File: config.mk
export PLATFORM = sky130hd
export DESIGN_NAME = alarm_buzzer_seq
export DESIGN_NICKNAME = d
export VERILOG_FILES = /design/src/rtl/buzzer_pkg.sv /design/src/rtl/ms_tick_gen.sv /design/src/rtl/alarm_buzzer_seq.sv
export SDC_FILE = /design/constraint.sdc
export NUM_CORES = 1
export LEC_CHECK = 0
export ABC_AREA = 0
export BUFFER_PORTS_ARGS = -buffer_cell sky130_fd_sc_hd__buf_2
export CORE_UTILIZATION = 53
export CTS_CLUSTER_SIZE = 30
export DETAILED_ROUTE_END_ITERATION = 8
export GPL_TIMING_DRIVEN = 1
export PLACE_DENSITY = 0.79
export SLEW_MARGIN = 20
export SYNTH_ARGS = -nofsm -noshare
export SYNTH_HDL_FRONTEND = slang
export SYNTH_HIERARCHICAL = 1
export SYNTH_SLANG_ARGS = --single-unit
File: constraint.sdc
create_clock -name clk -period 2.7 [get_ports clk]
set_input_delay 0.54 -clock clk [delete_from_list [all_inputs] [get_ports clk]]
set_output_delay 0.54 -clock clk [all_outputs]
set_load 0.01 [all_outputs]
File: src/rtl/buzzer_pkg.sv
// Shared definitions for the alarm buzzer path: one-hot FSM states and
// cycle-count helpers derived from the clock frequency.
package buzzer_pkg;

  typedef enum logic [4:0] {
    ST_IDLE     = 5'b00001,
    ST_BEEP_ON  = 5'b00010,
    ST_BEEP_OFF = 5'b00100,
    ST_GAP      = 5'b01000,
    ST_MUTED    = 5'b10000
  } state_t;

  function automatic int half_cycles(input int clk_hz, input int tone_hz);
    return clk_hz / (2 * tone_hz);
  endfunction

  function automatic int ms_cycles(input int clk_hz);
    return clk_hz / 1000;
  endfunction

  function automatic int max3(input int a, input int b, input int c);
    int m;
    m = (a > b) ? a : b;
    return (m > c) ? m : c;
  endfunction

endpackage

File: src/rtl/ms_tick_gen.sv
// Millisecond prescaler: counts 0..MS-1 and pulses tick on the last count.
// clr holds the count at zero so a restarted period is a full millisecond.
module ms_tick_gen
  import buzzer_pkg::*;
#(
  parameter int CLK_HZ = 100_000_000
) (
  input  logic clk,
  input  logic reset_p,
  input  logic clr,
  output logic tick
);

  localparam int MS = ms_cycles(CLK_HZ);
  localparam int W  = (MS > 1) ? $clog2(MS) : 1;

  logic [W-1:0] r_cnt;
  logic         w_last;

  assign w_last = (r_cnt == W'(MS - 1));
  assign tick   = w_last & ~clr;

  always_ff @(posedge clk or posedge reset_p) begin
    if (reset_p) begin
      r_cnt <= '0;
    end else if (clr || w_last) begin
      r_cnt <= '0;
    end else begin
      r_cnt <= r_cnt + 1'b1;
    end
  end

endmodule

File: src/rtl/alarm_buzzer_seq.sv
// Turns the cook-timer alarm level into a gated piezo tone with beep/burst
// cadence, user mute and auto-mute timeout. alarm high at edge N -> buz from N+1.
module alarm_buzzer_seq
  import buzzer_pkg::*;
#(
  parameter int CLK_HZ          = 100_000_000,
  parameter int TONE_HZ         = 2000,
  parameter int BEEP_ON_MS      = 200,
  parameter int BEEP_OFF_MS     = 200,
  parameter int BEEPS_PER_BURST = 4,
  parameter int BURST_GAP_MS    = 1000,
  parameter int TIMEOUT_MS      = 60000
) (
  input  logic clk,
  input  logic reset_p,
  input  logic enable,
  input  logic alarm,
  input  logic mute,
  output logic buz,
  output logic led_beep,
  output logic active
);

  localparam int HALF   = half_cycles(CLK_HZ, TONE_HZ);
  localparam int HALF_W = (HALF > 1) ? $clog2(HALF) : 1;
  localparam int PH_MAX = max3(BEEP_ON_MS, BEEP_OFF_MS, BURST_GAP_MS);
  localparam int PH_W   = $clog2(PH_MAX + 1);
  localparam int BEEP_W = $clog2(BEEPS_PER_BURST + 1);
  localparam int TO_W   = $clog2(TIMEOUT_MS + 1);

  state_t            r_state;
  logic [HALF_W-1:0] r_half_cnt;
  logic              r_tone;
  logic [PH_W-1:0]   r_ph_cnt;
  logic [BEEP_W-1:0] r_beep_cnt;
  logic [TO_W-1:0]   r_to_cnt;

  logic w_active;
  logic w_tick;
  logic w_ph_last;
  logic w_ph_done;
  logic w_timeout;
  logic w_last_beep;

  assign w_active = (r_state == ST_BEEP_ON) || (r_state == ST_BEEP_OFF) || (r_state == ST_GAP);

  // Phase changes always land on a tick, where the prescaler wraps anyway, so
  // holding it clear outside the sounding states makes every phase exact.
  ms_tick_gen #(
    .CLK_HZ(CLK_HZ)
  ) u_ms_tick (
    .clk    (clk),
    .reset_p(reset_p),
    .clr    (~w_active),
    .tick   (w_tick)
  );

  always_comb begin
    w_ph_last = 1'b0;
    case (r_state)
      ST_BEEP_ON:  w_ph_last = (r_ph_cnt == PH_W'(BEEP_ON_MS - 1));
      ST_BEEP_OFF: w_ph_last = (r_ph_cnt == PH_W'(BEEP_OFF_MS - 1));
      ST_GAP:      w_ph_last = (r_ph_cnt == PH_W'(BURST_GAP_MS - 1));
      default:     w_ph_last = 1'b0;
    endcase
  end

  assign w_ph_done   = w_tick & w_ph_last;
  assign w_timeout   = w_tick & (r_to_cnt == TO_W'(TIMEOUT_MS - 1));
  assign w_last_beep = (r_beep_cnt == BEEP_W'(BEEPS_PER_BURST - 1));

  always_ff @(posedge clk or posedge reset_p) begin
    if (reset_p) begin
      r_state    <= ST_IDLE;
      r_half_cnt <= '0;
      r_tone     <= 1'b1;
      r_ph_cnt   <= '0;
      r_beep_cnt <= '0;
      r_to_cnt   <= '0;
    end else begin
      // Tone restarts high at every beep because it is parked outside BEEP_ON.
      if (r_state == ST_BEEP_ON) begin
        if (r_half_cnt == HALF_W'(HALF - 1)) begin
          r_half_cnt <= '0;
          r_tone     <= ~r_tone;
        end else begin
          r_half_cnt <= r_half_cnt + 1'b1;
        end
      end else begin
        r_half_cnt <= '0;
        r_tone     <= 1'b1;
      end

      if (!w_active) begin
        r_ph_cnt <= '0;
      end else if (w_tick) begin
        r_ph_cnt <= w_ph_last ? '0 : r_ph_cnt + 1'b1;
      end

      if (r_state == ST_IDLE) begin
        r_beep_cnt <= '0;
      end else if (r_state == ST_BEEP_ON && w_ph_done) begin
        r_beep_cnt <= w_last_beep ? '0 : r_beep_cnt + 1'b1;
      end

      if (r_state == ST_IDLE) begin
        r_to_cnt <= '0;
      end else if (w_active && w_tick && r_to_cnt != TO_W'(TIMEOUT_MS)) begin
        r_to_cnt <= r_to_cnt + 1'b1;
      end

      if (!enable) begin
        r_state <= ST_IDLE;
      end else begin
        case (r_state)
          ST_IDLE: begin
            if (alarm) r_state <= mute ? ST_MUTED : ST_BEEP_ON;
          end
          ST_BEEP_ON, ST_BEEP_OFF, ST_GAP: begin
            if (!alarm) begin
              r_state <= ST_IDLE;
            end else if (mute || w_timeout) begin
              r_state <= ST_MUTED;
            end else if (w_ph_done) begin
              if (r_state == ST_BEEP_ON) r_state <= w_last_beep ? ST_GAP : ST_BEEP_OFF;
              else                       r_state <= ST_BEEP_ON;
            end
          end
          ST_MUTED: begin
            if (!alarm) r_state <= ST_IDLE;
          end
          default: r_state <= ST_IDLE;
        endcase
      end
    end
  end

  assign buz      = (r_state == ST_BEEP_ON) & r_tone;
  assign led_beep = (r_state == ST_BEEP_ON);
  assign active   = w_active;

endmodule

==> results.cfg <==
[die]
floorplan.io_pins = 8
die_height_um = 83.55
design.core.area_um2 = 6386
fp.dieW_um = 83.55
row_count = 29
floorplan.initialDensity_pct = 55.19
floorplan.die_area_um2 = 6981

[routing]
dr_total_vias = 2720
routedWlPerCell_um = 14.55
detail_route.first_pass.iterations = 4
drcViolationCount = 0
antenna_violating_nets_post_route = 0
vias_per_cell = 5.775
drt-initial-drc-count = 126
routed_wl_um = 6851

[setup_path]
critical-path-slowest-cell = sky130_fd_sc_hd__dfrtp_1
regToRegStartpoint = u_ms_tick/r_cnt[0]
crit_fanout = 5
number_of_cell_instances_on_the_worst_register_to_register_path = 10
crit_path_cell_trace = ha_1 -> and4_4 -> nand4_1 -> nor2_1 -> buf_4 -> nand2_1 -> nor4_2 -> a2111oi_2 -> o21ai_1 -> mux2i_1
worstSetupPathType = reg -> reg
worstPathArrival_ns = 2.78
worst_setup_path_startpoint = u_ms_tick/r_cnt[0]
cp_slowest_stage_delay_ns = 0.40
critical_path.endpoint_type = flip-flop
worstPathRequired_ns = 2.97
setup.worst_path.start_class = flip-flop

[clock_network]
clk_pin_slew_worst_paths_ns = 0.07
cts_buffer_depth = 2
clk_latency_ns = 0.35
clock_tree_from_tritoncts = done
post_cts_buffers = 0
htree_num_levels = 3
cts_resized = 0
clock-sinks = 67
root_buffer = sky130_fd_sc_hd__clkbuf_8
ctsHoldBuffers = 0
number_of_clock_buffers_inserted_by_tritoncts = 9

[sta]
final.min_clock_period_ns = 2.506
setup_repair_after_global_routing_missed_its_margin = false
timing.final.crit_share_pct = 92.83
slew_headroom_pct = 56.91
fmaxAchievable_mhz = 399.0
timing.final.max_slew_violations = 0
finalClockSkew_ns = 0.01014
transition_time_at_the_pin_with_the_least_slew_margin_ns = 0.6455
final_critical_path_setup_slack_ns = 0.1936
hold_viol = 0
finalSetupTns_ns = 0
setup_viol = 0

[yosys]
post-synth-top-count-cell = sky130_fd_sc_hd__nor2_1
synth_area_leaders = sky130_fd_sc_hd__dfrtp_1 46%, sky130_fd_sc_hd__nor2_1 7.2%, sky130_fd_sc_hd__xor2_1 6.7%, sky130_fd_sc_hd__xnor2_1 3.7%, sky130_fd_sc_hd__nand2_1 3.1%
count_of_distinct_cell_types_in_the_synthesized_netlist = 49
synth-edff-count = 0
netlist.top_cell.by_area = sky130_fd_sc_hd__dfrtp_1
synth_area_per_cell_um2 = 9.449
sequential_to_total_area_share_from_yosys_stat_pct = 47.64
postSynth.asyncResetShare_pct = 100.0
postSynthCellCount = 373
synth_largest_type_area_fraction_pct = 46.15
synth_ff_type = sky130_fd_sc_hd__dfrtp_1
syn_nets = 384
yosys_register_bits = 67
warnings_from_yosys = 6
post_synth_instance_area_um2 = 3525
synth_commonest_cells = 68 x sky130_fd_sc_hd__nor2_1, 65 x sky130_fd_sc_hd__dfrtp_1, 29 x sky130_fd_sc_hd__nand2_1, 27 x sky130_fd_sc_hd__xor2_1, 20 x sky130_fd_sc_hd__nand3_1

[place]
post-place-ws_ns = 0.2551
detailedPlacementHpwl_um = 4758
port-buffer-count = 7
finalWeightedCongestion = 0.9090
post_dp_cell_area_um2 = 3672

[pwr]
sequentialPowerShare_pct = 52.7
static_leakage_uw = 0.001619
power_frac_clock_pct = 42.9
p_sw_share_pct = 22.98
combinationalPowerShare_pct = 4.4
vdd_ir_drop_max_mv = 0.3529
p_int_uw = 1480
power_density_nw_per_um2 = 496.9
netSwitchingPower_uw = 441.7

[global_routing]
first_pass_grt_wire_length_um = 12180
first_global_vias = 2640
grt_usage_pct = 22.00
antenna_found_initial = 0
aggregate_global_routing_overflow = 0
grt_max_degree = 31

[finish]
drive_above_1_share_pct = 10.66
fin_area_um2 = 3867
diodes = 0
final.fill_count = 519
area_of_the_multi_input_gates_um2 = 1768
syn_to_final_growth_pct = 9.727
nNetsFinal = 400
register_area_um2 = 1679

[status]
run_status = finished, final reports clean

[worst_hold_path]
hold_crit_path_type = in -> async

[job]
maxCapViolations = 0
==> per-layer routing <==
| layer | vias up | GRT usage, % | routed length, um |
|---|---|---|---|
| li1 | 1336 | - | - |
| met1 | 1325 | 30.33 | 3258 |
| met2 | 46 | 33.08 | 3172 |
| met3 | 13 | 5.045 | 283 |
| met4 | 0 | 10.32 | 137 |
| met5 | - | 0 | 0 |
==> layout make-up <==
| type | count | share of cell area, % |
|---|---|---|
| well taps | 77 | 2.491 |
| repair buffers | 14 | 2.265 |
| multi-input cells | 286 | 45.71 |
| flip-flops and latches | 67 | 43.42 |
| clock buffers | 12 | 3.753 |
| inverters | 11 | 1.068 |
| clock inverters | 4 | 1.294 |
==> cell usage in the layout, fill, tap and decap left out, types with 6 or more instances in the layout <==
master                     count
sky130_fd_sc_hd__nor2_1       68
sky130_fd_sc_hd__dfrtp_1      65
sky130_fd_sc_hd__nand2_1      29
sky130_fd_sc_hd__xor2_1       27
sky130_fd_sc_hd__nand3_1      20
sky130_fd_sc_hd__nand4_1      17
sky130_fd_sc_hd__xnor2_1      15
sky130_fd_sc_hd__o21ai_0      11
sky130_fd_sc_hd__and3_1       11
sky130_fd_sc_hd__inv_1        10
sky130_fd_sc_hd__clkbuf_8     10
sky130_fd_sc_hd__a21oi_1       9
sky130_fd_sc_hd__or3_1         8
sky130_fd_sc_hd__buf_2         7
sky130_fd_sc_hd__buf_4         7
sky130_fd_sc_hd__mux2i_1       6
sky130_fd_sc_hd__and2_1        6
sky130_fd_sc_hd__ha_1          6
==> flip-flops by register name (all words and copies together), names as in the netlist <==
signal / flops
r_beep_cnt: 3
r_tone: 1
u_ms_tick/r_cnt: 17
r_ph_cnt: 10
r_half_cnt: 15
r_state: 5
r_to_cnt: 16
==> through the flow <==
step / util, % / instances / hold slack, ns / power (uW)
global route: 60.56 / 471 / 0.3303 / 1993
CTS: 60.56 / 471 / 0.2866 / 1949
global placement: 57.50 / 455 / 0.4516 / 1116
detailed placement: 57.50 / 455 / 0.4590 / 1117
finish: 60.56 / 471 / 0.2639 / 1922
floorplan: - / 373 / 0.4329 / 1089
==> cell families (layout without fill, tap and decap cells) <==
kind of cell	count (synthesis)	in the layout	share of synthesized area, %
compound gates	40	40	7.597
xor+xnor	42	42	10.44
fa+ha+maj	6	6	2.130
buf+inv	20	41	2.201
flops	67	67	47.64
mux	7	7	2.023
simple gates	191	191	27.97
==> final timing paths <==
| path | slack (ns) | to |
|---|---|---|
| worst max-delay path | 0.19 | r_state[2] |
| min in group clk | 0.44 | r_state[0] |
| worst min register to register | 0.47 | r_half_cnt[0] |
| max in group asynchronous | 1.81 | r_half_cnt[14] |
| worst max register to register | 0.19 | r_state[2] |
| worst min-delay path | 0.26 | u_ms_tick/r_cnt[13] |
==> power groups by stage <==
stage | clock network (uW) | registers [uW] | logic (uW)
after floorplan | 0 | 1030 | 58.4
after global placement | 0 | 1030 | 84.7
after detailed placement | 0 | 1030 | 85.3
after CTS | 851 | 1010 | 85.7
after global routing | 885 | 1010 | 95.6
final | 825 | 1010 | 83.9
==> critical path: cells and delay by family (launching register included) <==
kind                       cells  cell delay [ns]
adders and majority gates      1             0.26
muxes                          1             0.24
AOI/OAI and AO/OA              2             0.37
and+or+nand+nor                5             0.98
buffers and inverters          1             0.17
DFF                            1             0.40
Power figures use the tool's default switching activity.
